## src/rtl/sha256_host_ctrl.sv

```systemverilog
// Host-side controller for the simplified SHA-256 engine: streams the message into
// the shared word memory, runs the start/done handshake and reads back h0..h7.
module sha256_host_ctrl #(
    parameter int          NUM_OF_WORDS = 20,
    parameter logic [15:0] MSG_ADDR     = 16'h0000,
    parameter logic [15:0] OUT_ADDR     = 16'h0100,
    parameter int          TIMEOUT      = 4096
) (
    input  logic         clk,
    input  logic         reset_n,
    input  logic         go,
    input  logic         in_valid,
    input  logic [31:0]  in_data,
    output logic         in_ready,
    input  logic [255:0] expected_hash,
    output logic         sha_start,
    input  logic         sha_done,
    output logic         mem_sel,
    output logic         mem_we,
    output logic [15:0]  mem_addr,
    output logic [31:0]  mem_write_data,
    input  logic [31:0]  mem_read_data,
    output logic         busy,
    output logic         hash_valid,
    output logic [255:0] hash,
    output logic         match,
    output logic         err
);

    localparam int CNT_W = $clog2(NUM_OF_WORDS + 1);
    localparam int TMR_W = $clog2(TIMEOUT);

    localparam logic [2:0] S_IDLE      = 3'd0;
    localparam logic [2:0] S_LOAD      = 3'd1;
    localparam logic [2:0] S_KICK      = 3'd2;
    localparam logic [2:0] S_WAIT_BUSY = 3'd3;
    localparam logic [2:0] S_WAIT_DONE = 3'd4;
    localparam logic [2:0] S_RD        = 3'd5;
    localparam logic [2:0] S_FINISH    = 3'd6;

    logic [2:0]       state;
    logic [CNT_W-1:0] cnt;
    logic [TMR_W-1:0] timer;
    logic [3:0]       rd_cnt;
    logic             match_q;
    logic             hash_eq;

    assign in_ready   = (state == S_LOAD) && (cnt < CNT_W'(NUM_OF_WORDS));
    assign mem_sel    = (state == S_LOAD) || (state == S_RD);
    assign sha_start  = (state == S_KICK) || (state == S_WAIT_BUSY);
    assign busy       = (state != S_IDLE);
    assign hash_valid = (state == S_FINISH);
    assign hash_eq    = (hash == expected_hash);

    // The live compare is shown during the FINISH pulse; the registered copy holds it afterwards.
    assign match = (state == S_FINISH) ? (hash_eq && !err) : match_q;

    always_ff @(posedge clk or negedge reset_n) begin
        if (!reset_n) begin
            state          <= S_IDLE;
            cnt            <= '0;
            timer          <= '0;
            rd_cnt         <= '0;
            mem_we         <= 1'b0;
            mem_addr       <= '0;
            mem_write_data <= '0;
            hash           <= '0;
            err            <= 1'b0;
            match_q        <= 1'b0;
        end else begin
            // NOTE: default first so every state that does not write leaves mem_we low.
            mem_we <= 1'b0;
            case (state)
                S_IDLE: begin
                    if (go) begin
                        cnt     <= '0;
                        err     <= 1'b0;
                        match_q <= 1'b0;
                        state   <= S_LOAD;
                    end
                end
                S_LOAD: begin
                    if (in_valid && in_ready) begin
                        mem_we         <= 1'b1;
                        mem_addr       <= MSG_ADDR + 16'(cnt);
                        mem_write_data <= in_data;
                        cnt            <= cnt + 1'b1;
                    end else if (cnt == CNT_W'(NUM_OF_WORDS)) begin
                        // This cycle carries the last word's write.
                        state <= S_KICK;
                    end
                end
                S_KICK: begin
                    timer <= '0;
                    state <= sha_done ? S_WAIT_BUSY : S_WAIT_DONE;
                end
                S_WAIT_BUSY, S_WAIT_DONE: begin
                    timer <= timer + 1'b1;
                    if (timer == TMR_W'(TIMEOUT - 2)) begin
                        err   <= 1'b1;
                        state <= S_FINISH;
                    end else if (state == S_WAIT_BUSY && !sha_done) begin
                        state <= S_WAIT_DONE;
                    end else if (state == S_WAIT_DONE && sha_done) begin
                        rd_cnt   <= '0;
                        mem_addr <= OUT_ADDR;
                        state    <= S_RD;
                    end
                end
                S_RD: begin
                    // Sync read: word k arrives one cycle after its address, h0 ends up on top.
                    rd_cnt   <= rd_cnt + 1'b1;
                    mem_addr <= OUT_ADDR + 16'(rd_cnt) + 16'd1;
                    if (rd_cnt != 4'd0) begin
                        hash <= {hash[223:0], mem_read_data};
                    end
                    if (rd_cnt == 4'd8) begin
                        state <= S_FINISH;
                    end
                end
                S_FINISH: begin
                    match_q <= hash_eq && !err;
                    state   <= S_IDLE;
                end
                default: state <= S_IDLE;
            endcase
        end
    end

endmodule

```

## config.mk

```make
export PLATFORM = sky130hd
export DESIGN_NAME = sha256_host_ctrl
export DESIGN_NICKNAME = d
export VERILOG_FILES = /design/src/rtl/sha256_host_ctrl.sv
export SDC_FILE = /design/constraint.sdc
export NUM_CORES = 1
export LEC_CHECK = 0
export BUFFER_PORTS_ARGS = -buffer_cell sky130_fd_sc_hd__buf_2
export CAP_MARGIN = 20
export CORE_AREA = 2 2 248 250
export CTS_BUF_LIST = sky130_fd_sc_hd__clkbuf_8
export CTS_CLUSTER_SIZE = 20
export DETAILED_ROUTE_END_ITERATION = 10
export DIE_AREA = 0 0 250 252
export PLACE_DENSITY_LB_ADDON = 0.2
export SYNTH_ARGS = -nofsm -noshare
export SYNTH_HDL_FRONTEND = slang
export SYNTH_SLANG_ARGS = --single-unit
```

## constraint.sdc

```tcl
create_clock -name clk -period 3.4 [get_ports clk]
set_input_delay 0.17 -clock clk [delete_from_list [all_inputs] [get_ports clk]]
set_output_delay 0.17 -clock clk [all_outputs]
set_load 0.02 [all_outputs]
```

==> impl_metrics.tcl <==
set metrics [dict create \
    outcome "complete, but fails checks" \
    violations "setup timing" \
    hp-class "in -> reg" \
    grt.overflow.total 0 \
    die-height_um 252 \
    antenna_found_initial 16 \
    p_sw_uw 8950 \
    final_cells 3124 \
    worstPathArrival_ns 3.55 \
    nNetsFinal 2623 \
    cts_max_level 3 \
    place_inst 2934 \
    ys_async_sr_fraction 1.00 \
    internal-power_uw 10700 \
    cpPeakStageDelay_ns 0.61 \
    min_path_cells 5 \
    synth_cells 1457 \
    chipWidth_um 250 \
    timing.final.crit_share 1.09 \
    grt_max_degree 107 \
    wl_met1_mm 37.0 \
    slew_headroom 0.386 \
    clock_latency_ns 0.63 \
    drcViolationCount 0 \
    firstDrtPassIters 5 \
    wl_mm 87.8 \
    period_needed_ns 3.72 \
    power_uw 19600 \
    clock_path_buffers 3 \
    worst_slack_ns -0.321 \
    numCtsBuffers 66 \
    r2r-end "match_q$_DFFE_PN0P_" \
    fillers 6202 \
    met2_length_mm 41.9 \
    leakagePower_uw 0.0117 \
    core-area_mm2 0.0601 \
    endpoint_kind "primary output" \
    fin_setup_tns_ns -0.321 \
    fmax_ghz 0.269 \
    grt_use_total 0.272 \
    holdPathEnd "mem_write_data[2]$_DFFE_PN0P_" \
    ys_types 49 \
    syn_to_final_growth_pct 45.2 \
    clock_sinks 321 \
    worstRegToRegCells 8 \
    yosys_most_used_dff "dfrtp_1" \
    maxSlewViolCount 0 \
    avgRoutedWirePerCell_um 28.1 \
    combPwrFrac 0.445 \
    path_common_cell "or4_4" \
    worst_pin_slew_ns 0.921 \
    rsz0062_at_grt "yes" \
    synth.top_cell.area_share 0.515 \
    grt_pass1_vias 15700 \
    clkPwrFrac 0.206 \
    setup_violations 1 \
    cap_violations 0 \
    crit_required_ns 3.23 \
    ant_nets 0 \
    synth_area_mm2 0.0156 \
    postSynthAreaPerCell_um2 10.7 \
    seqPwrFrac 0.348 \
    layout-drive-gt1-share 0.454 \
    die_area_mm2 0.0630 \
    final_hold_viol_count 0 \
    synth_edf_count 0 \
    power_density_mw_per_mm2 865 \
    dp_hpwl_mm 71.9 \
    io_pins 637 \
    drt-initial-drc-count 986 \
    netlist_top_cells_area "dfrtp_1 (51%), mux2_2 (14%), xor2_1 (5.0%), nand2_1 (4.4%), inv_1 (3.1%)" \
    synth_area_leader_cell "dfrtp_1" \
    hp-start "in_valid" \
    synth_warnings 0 \
    r2r-start "hash[173]$_DFFE_PN0P_" \
    vias 15100 \
    clk_pin_slew_worst_paths_ns 0.06 \
    place.gp.congestion 0.986 \
    ir_drop_v 0.000402 \
    top_layer "met5" \
    critPathMaxFanout 5 \
    switching_share 0.456 \
    critPathKind "reg -> out" \
    initial_core_util 0.259 \
    r2r_slack_ns 0.49 \
    rows 90 \
    start_kind "flop" \
    grt_pass1_wl_mm 120 \
    ys_seq_area_frac 0.515 \
    finClkSkew_ns 0.0214 \
    io_buffers 626 \
    synth-seq-cells 321 \
    root_buffer "clkbuf_8" \
    cts_tree "yes" \
    slowest_stage "or4_4" \
    viasPerCell 4.85 \
    dr_wl_met3_mm 6.41 \
    final_cell_mix "buf_2 (624), dfrtp_1 (319), mux2_2 (190), nand2_1 (180), inv_1 (145)" \
    layout_commonest_cell "buf_2" \
    crit_chain "nor2b_2 -> a2111o_1 -> nor4_4 -> buf_4 -> nand4_1 -> or4_4 -> or4_4 -> nand2_4 -> buf_6" \
]
-- timing repair --
item                                   CTS  global route
buffers inserted                         2             3
setup endpoints to repair                1             1
cloned                                   0             0
endpoints found under the hold margin  170             0
resized for setup                       20             7
pin swaps                               11             8
hold buffers                            67             0
-- critical path: cells and delay by family, from the launching register on --
family / cells / cell delay [ns]
flops: 1 / 0.41
compound gates: 1 / 0.39
simple gates: 6 / 1.81
buf+inv: 2 / 0.30
-- power groups by stage --
| stage | sequential [µW] | combinational (µW) | clock, µW |
|---|---|---|---|
| finish | 6830 | 8730 | 4040 |
| global route | 7000 | 9250 | 4320 |
| CTS | 6840 | 8770 | 4180 |
| detailed placement | 6880 | 8610 | 0 |
| global placement | 6840 | 8590 | 0 |
| floorplan | 7790 | 2870 | 0 |
-- layer usage --
| metal | global-route usage | vias to the layer above |
|---|---|---|
| met4 | 0.0749 | 14 |
| met5 | 0 | - |
| li1 | - | 6734 |
| met3 | 0.0751 | 148 |
| met2 | 0.456 | 655 |
| met1 | 0.345 | 7587 |
-- sequential cells by signal, indices dropped and copies added (netlist names) --
register,flops
mem_addr,6
timer,12
hash,256
cnt,5
match_q,1
state,3
rd_cnt,4
mem_write_data,32
mem_we,1
err,1
-- cell families (layout without fill, tap and decap cells) --
kind of cell / count (synthesis) / in the layout / synth area share
and+or+nand+nor: 384 / 384 / 0.121
DFF: 321 / 321 / 0.515
AOI/OAI and AO/OA: 230 / 230 / 0.0976
muxes: 190 / 190 / 0.137
buffers and inverters: 189 / 1055 / 0.0479
xor gates and xnor gates: 136 / 136 / 0.0763
adders and majority gates: 6 / 6 / 0.00481
other: 1 / 20 / 0.000240
-- area by class of cell --
type / count / area, µm² / share of cell area
diodes: 10 / 25.0 / 0.00110
inverters: 128 / 480 / 0.0212
clock inverters: 26 / 140 / 0.00618
flip-flops and latches: 321 / 8040 / 0.355
well taps: 782 / 978 / 0.0432
clock buffers: 82 / 1130 / 0.0498
multi-input cells: 956 / 7000 / 0.309
repair buffers: 819 / 4880 / 0.215
-- worst max-delay path by stage --
stage,start,end,slack [ns],cells after the start
after floorplan,hash[185]$_DFFE_PN0P_,match,0.47,7
after global placement,hash[68]$_DFFE_PN0P_,match,-0.27,9
after detailed placement,hash[68]$_DFFE_PN0P_,match,-0.25,9
after CTS,hash[68]$_DFFE_PN0P_,match,-0.41,9
after global routing,hash[173]$_DFFE_PN0P_,match,-0.43,9
final,hash[173]$_DFFE_PN0P_,match,-0.32,9
-- Yosys cell counts (8+ instances only) --
master / instances
nor2_1: 28
nand2_1: 181
mux2_2: 190
o22ai_1: 44
a31oi_1: 8
clkbuf_1: 47
nand4_1: 27
a221oi_1: 9
nand3_1: 13
nand2b_1: 28
dfrtp_1: 321
a22o_1: 11
a21oi_1: 11
buf_4: 10
nor2b_1: 48
nor4_1: 37
xor2_1: 89
xnor2_1: 47
o2bb2ai_1: 10
inv_1: 128
o21ai_0: 92
-- per-stage QoR --
| stage | hold WS (ns) | instance area [µm²] | worst slack [ns] | util |
|---|---|---|---|---|
| after detailed placement | 0.338 | 20500 | -0.253 | 0.341 |
| final | 0.119 | 22700 | -0.321 | 0.377 |
| after global routing | 0.102 | 22600 | -0.429 | 0.376 |
| after floorplan | -0.126 | 15600 | 0.471 | - |
| after global placement | 0.338 | 20500 | -0.266 | 0.341 |
| after CTS | 0.0536 | 22600 | -0.409 | 0.376 |
(Power assumes the default switching activity.)
